File: config.mk
export PLATFORM = sky130hd
export DESIGN_NAME = wb_button
export DESIGN_NICKNAME = d
export VERILOG_FILES = /design/src/rtl/wb_button.sv
export SDC_FILE = /design/constraint.sdc
export NUM_CORES = 1
export LEC_CHECK = 0
export CAP_MARGIN = 25
export CORE_AREA = 3 3 169 171
export CTS_BUF_LIST = sky130_fd_sc_hd__clkbuf_4
export DETAILED_ROUTE_END_ITERATION = 10
export DIE_AREA = 0 0 172 174
export HOLD_SLACK_MARGIN = 0.12
export PLACE_DENSITY_LB_ADDON = 0.3
export SYNTH_ARGS = -nofsm -noshare
export SYNTH_HDL_FRONTEND = slang
export SYNTH_SLANG_ARGS = --single-unit
File: constraint.sdc
create_clock -name clk -period 5.4 [get_ports clk]
set_input_delay 0.54 -clock clk [delete_from_list [all_inputs] [get_ports clk]]
set_output_delay 0.54 -clock clk [all_outputs]
set_load 0.02 [all_outputs]
File: src/rtl/wb_button.sv
// wb_button: debounced push-button / slide-switch block with a Wishbone slave
// register interface and a level interrupt.
//
// Ports:
//   clk        system clock; every flop rises on it
//   reset_n    synchronous active-low reset
//   wb_*_i     Wishbone slave inputs (adr, dat, sel, stb, cyc, we)
//   wb_dat_o   read data, valid only while wb_ack_o is high, zero otherwise
//   wb_ack_o   single-cycle acknowledge
//   btn_n      raw buttons, active-low, asynchronous
//   sw         raw slide switches, active-high, asynchronous
//   intr       registered |(EVENT & IRQEN)
//
// Register map (word address wb_adr_i[3:2]):
//   0 STATE  RO   [4:0] buttons, [11:8] switches
//   1 EVENT  W1C  [4:0] press, [20:16] release
//   2 IRQEN  RW   [4:0], [20:16]
//   3 reserved, reads 0
module wb_button #(
  parameter int unsigned clk_freq    = 100000000,
  parameter int unsigned debounce_us = 10000
) (
  input  logic        clk,
  input  logic        reset_n,
  input  logic [31:0] wb_adr_i,
  input  logic [31:0] wb_dat_i,
  input  logic [3:0]  wb_sel_i,
  input  logic        wb_stb_i,
  input  logic        wb_cyc_i,
  input  logic        wb_we_i,
  output logic [31:0] wb_dat_o,
  output logic        wb_ack_o,
  input  logic [4:0]  btn_n,
  input  logic [3:0]  sw,
  output logic        intr
);

  localparam int unsigned N        = clk_freq / 1000000 * debounce_us;
  localparam logic [23:0] CNT_LAST = 24'(N - 1);
  localparam logic [31:0] EV_MASK  = 32'h001F_001F;
  localparam int unsigned NUM_IN   = 9;

  typedef enum logic [1:0] {
    REG_STATE = 2'd0,
    REG_EVENT = 2'd1,
    REG_IRQEN = 2'd2,
    REG_RSVD  = 2'd3
  } reg_sel_t;

  // Synchronizers; button flops reset to the released (high) level.
  logic [4:0] btn_s1, btn_s2;
  logic [3:0] sw_s1, sw_s2;

  always_ff @(posedge clk) begin
    if (!reset_n) begin
      btn_s1 <= '1;
      btn_s2 <= '1;
      sw_s1  <= '0;
      sw_s2  <= '0;
    end else begin
      btn_s1 <= btn_n;
      btn_s2 <= btn_s1;
      sw_s1  <= sw;
      sw_s2  <= sw_s1;
    end
  end

  // Bits 0..4 are buttons (active-high), bits 5..8 are switches.
  logic [NUM_IN-1:0] synced;
  logic [NUM_IN-1:0] stable;
  logic [NUM_IN-1:0] flip;
  logic [23:0]       cnt [NUM_IN];

  always_comb begin
    synced = {sw_s2, ~btn_s2};
    flip   = '0;
    for (int unsigned i = 0; i < NUM_IN; i++) begin
      flip[i] = (synced[i] != stable[i]) && (cnt[i] == CNT_LAST);
    end
  end

  always_ff @(posedge clk) begin
    if (!reset_n) begin
      stable <= '0;
      for (int unsigned i = 0; i < NUM_IN; i++) begin
        cnt[i] <= '0;
      end
    end else begin
      for (int unsigned i = 0; i < NUM_IN; i++) begin
        if (synced[i] == stable[i]) begin
          cnt[i] <= '0;
        end else if (flip[i]) begin
          stable[i] <= synced[i];
          cnt[i]    <= '0;
        end else begin
          cnt[i] <= cnt[i] + 24'd1;
        end
      end
    end
  end

  // Register file and Wishbone slave.
  logic [31:0] event_q, irqen_q;
  logic [31:0] event_set, event_clr, event_next, irqen_next;
  logic [31:0] lane_mask, rd_data;
  logic        wb_req, wb_wr;
  reg_sel_t    reg_sel;
  logic        unused_adr;

  assign unused_adr = ^{wb_adr_i[31:4], wb_adr_i[1:0]};

  always_comb begin
    reg_sel   = reg_sel_t'(wb_adr_i[3:2]);
    wb_req    = wb_stb_i & wb_cyc_i & ~wb_ack_o;
    wb_wr     = wb_req & wb_we_i;
    lane_mask = {{8{wb_sel_i[3]}}, {8{wb_sel_i[2]}},
                 {8{wb_sel_i[1]}}, {8{wb_sel_i[0]}}};
    event_set = {11'd0, flip[4:0] & ~synced[4:0],
                 11'd0, flip[4:0] &  synced[4:0]};

    rd_data = '0;
    case (reg_sel)
      REG_STATE: rd_data = {20'd0, stable[8:5], 3'd0, stable[4:0]};
      REG_EVENT: rd_data = event_q;
      REG_IRQEN: rd_data = irqen_q;
      REG_RSVD:  rd_data = '0;
      default:   rd_data = '0;
    endcase

    event_clr = '0;
    if (wb_wr && reg_sel == REG_EVENT) begin
      event_clr = wb_dat_i & lane_mask & EV_MASK;
    end
    // Set is applied after clear so a coincident new event survives.
    event_next = (event_q & ~event_clr) | event_set;

    irqen_next = irqen_q;
    if (wb_wr && reg_sel == REG_IRQEN) begin
      irqen_next = ((irqen_q & ~lane_mask) | (wb_dat_i & lane_mask)) & EV_MASK;
    end
  end

  always_ff @(posedge clk) begin
    if (!reset_n) begin
      event_q  <= '0;
      irqen_q  <= '0;
      intr     <= 1'b0;
      wb_ack_o <= 1'b0;
      wb_dat_o <= '0;
    end else begin
      event_q  <= event_next;
      irqen_q  <= irqen_next;
      intr     <= |(event_q & irqen_q);
      wb_ack_o <= wb_req;
      wb_dat_o <= wb_req ? rd_data : '0;
    end
  end

endmodule

==> out/summary.txt <==
status = finished clean
initial antenna violation count = 4
detailed-routing iteration count for the pre-antenna-repair pass = 4
number of buffers added by the clock tree synthesis step = 76
vias in the first global route = 9,880
average wire per standard cell = 12.8 um
wire length of the first global-routing pass = 44,300 um
largest fanout on the critical path = 24
Die ar. = 29,900 um2
height of the die = 174 um
via total after detailed routing = 10,143
count of boundary I/O pins = 116
Yosys top cell by area = edfxtp_1
clock-pin slew reported for the worst setup and hold paths after clock tree synthesis = 0.06 ns
classification of the worst setup path = flip-flop to flip-flop
Synth-to-Final Area Change = 17.4%
power density of the placed cells = 281 nW/um2
post-route clock skew = 0.0338 ns
post_cts resized = 0
area of the multi-input gates = 6700 um2
most common cell after layout, fill and taps aside = nor2_1
remaining global-route overflow = 0
total number of H-tree levels = 3
net count reported at finish = 1,743
hold crit path type = primary input to flip-flop
Sequential cell area = 7750 um2
total wire length after detailed routing = 26,300 um
Slowest cell on crit path = or3_1
share of the cycle needed by the critical path after routing = 48.1%
fraction of layout instances using a drive strength above 1 = 8.53%
actual slew at the worst max-slew pin = 0.987 ns
unrepaired setup endpoints after global routing = false
TritonCTS clock tree = built
Post-CTS Repair Setup Buffers = 0
Root Buffer = clkbuf_4
Fillers = 2,363
gate count after technology mapping = 1,358
All-Layer GR Usage = 17.8%
max-cap check violation count = 0
most frequent cells in the layout = nor2_1 (305), conb_1 (234), edfxtp_1 (216)
clock sink total = 279
number of different library cells in the post-synthesis netlist = 44
latest clock arrival within the worst-skew pair = 0.67 ns
worst reg2reg setup slack = 2.80 ns
DRC violation count after routing = 0
highest clock frequency the design can meet = 385 MHz
leading post-synthesis cells by cell area = edfxtp_1 (46%), dfxtp_1 (9.0%), nor2_1 (8.2%)
slowest cell delay on critical path = 0.73 ns
maximum number of buffers from clock root to sink = 3
final-report hold violation count = 0
estimated wirelength of the detail-placed design = 18,400 um
starting utilization of the core area = 51.9%
Avg Cell Area, Syn = 10.3 um2
Cell Area, Synth = 14,000 um2
CORE AREA = 27,000 um2
maximum number of pins on one net before global-route repair = 39
number of rows created at floorplan = 60
static power due to leakage = 5.98 nW
final design utilization = 60.9%
Synthesis Warnings = 0
type of element launching the critical path = flip-flop
Routed Antenna Nets = 0
weighted congestion at the end of routability-driven global placement = 0.832
DIE WIDTH = 172 um
summed negative setup slack over all endpoints = 0 ns
list of cells traversed by the critical path = nor4b_1, nand4_1, nor3_1, or3_1, nor2_1
worst max-slew margin expressed relative to the limit = 33.6%
number of buffers added on ports = 43
number of pins exceeding their max-slew limit in the final report = 0
area share of the largest cell type after synthesis = 46.3%
VDD IR max = 0.143 mV
Seq cells post-synth = 279
count of final setup violators = 0
Arr. time, crit path = 2.96 ns
CP endpoint kind = flip-flop
post-route minimum period = 2.60 ns
Starting DRT DRC Count = 528
Post-CTS Hold Buffers = 0
Worst Path Required = 5.76 ns
fraction of the yosys area taken by sequential cells = 55.3%
routed via count divided by cell count = 4.94
## Yosys cell counts
master and instances:
a22oi_1 6, and4_1 13, a21o_1 1, nand3_1 92
buf_6 1, xor2_1 113, and4_2 2, a31o_2 3
nor4b_1 8, ha_1 9, a22o_1 2, nor4_2 3
xnor2_1 92, and2_1 16, nor4_1 34, conb_1 2
buf_4 20, nand2b_1 10, a211oi_1 3, and3_1 23
nor2b_1 4, a21oi_1 16, or4_4 1, nand3b_1 5
nor3_1 31, nor3b_1 1, or4_1 3, o31ai_1 2
nor2_1 305, clkbuf_1 23, dfxtp_1 63, nand4_1 58
o21ai_0 1, edfxtp_1 216, a221oi_1 2, inv_1 25
buf_2 20, or3_1 10, mux2i_1 21, a31oi_1 1
nand2_1 88, or2_2 3, a41o_1 4, a21bo_2 2
## critical path, delay by kind of cell (launching register included)
kind | cells | cell delay (ns)
flops | 1 | 0.47
simple gates | 5 | 1.83
## kinds of logic after synthesis
| group | Yosys count | share of synthesized area [%] |
|---|---|---|
| compound gates | 43 | 2.16 |
| fa+ha+maj | 9 | 0.803 |
| simple gates | 710 | 24.3 |
| mux | 21 | 1.50 |
| buf+inv | 89 | 3.15 |
| flops | 279 | 55.3 |
| other cells | 2 | 0.0536 |
| xor+xnor | 205 | 12.8 |
## cell type report
type	instances	area share, %
Tap cell	341	2.59
Timing Repair Buffer	48	2.78
Inverter	25	0.570
Multi-Input combinational cell	1222	40.7
Sequential cell	279	47.1
Clock inverter	17	0.715
Clock buffer	121	5.52
Antenna cell	1	0.0152
## metrics by stage
step	setup slack, ns	cells	cell area (um2)	power [mW]	hold slack [ns]
after detailed placement	2.66	1914	15400	2.71	0.392
after global routing	2.53	2054	16500	4.85	0.360
after CTS	2.75	2052	16400	4.69	0.335
after global placement	2.69	1913	15400	2.70	0.388
final	2.80	2054	16500	4.62	0.390
after floorplan	3.32	1590	14900	2.65	0.386
## path summary, 6_finish.rpt
kind,to,start,depth (start not counted)
worst min-delay path,btn_s1[3]$_SDFF_PN1_,reset_n,3
worst max register to register,cnt[0][16]$_SDFFCE_PN0P_,cnt[0][20]$_SDFFCE_PN0P_,5
worst max-delay path,cnt[0][16]$_SDFFCE_PN0P_,cnt[0][20]$_SDFFCE_PN0P_,5
worst min register to register,btn_s2[4]$_SDFF_PN1_,btn_s1[4]$_SDFF_PN1_,1
## where the power goes
part	switching [mW]	internal, mW
Sequential	0.0817	2.39
Clock	0.842	1.11
Combinational	0.116	0.0788
Total	1.04	3.58
## flip-flops by register name (all words and copies together) (netlist names), named ones only
register / count
cnt: 216
stable: 9
wb_ack_o: 1
sw_s2: 4
btn_s1: 5
sw_s1: 4
event_q: 10
intr: 1
btn_s2: 5
wb_dat_o: 14
## metal layers
layer	vias to the layer above	part of all wire (%)	track usage (%)
li1	5170	-	-
met1	4714	44	22.8
met2	197	48	28.9
met3	58	5.4	4.64
met4	4	2.3	6.79
met5	-	0.10	0
No activity file was read; power rests on OpenSTA's default activity.
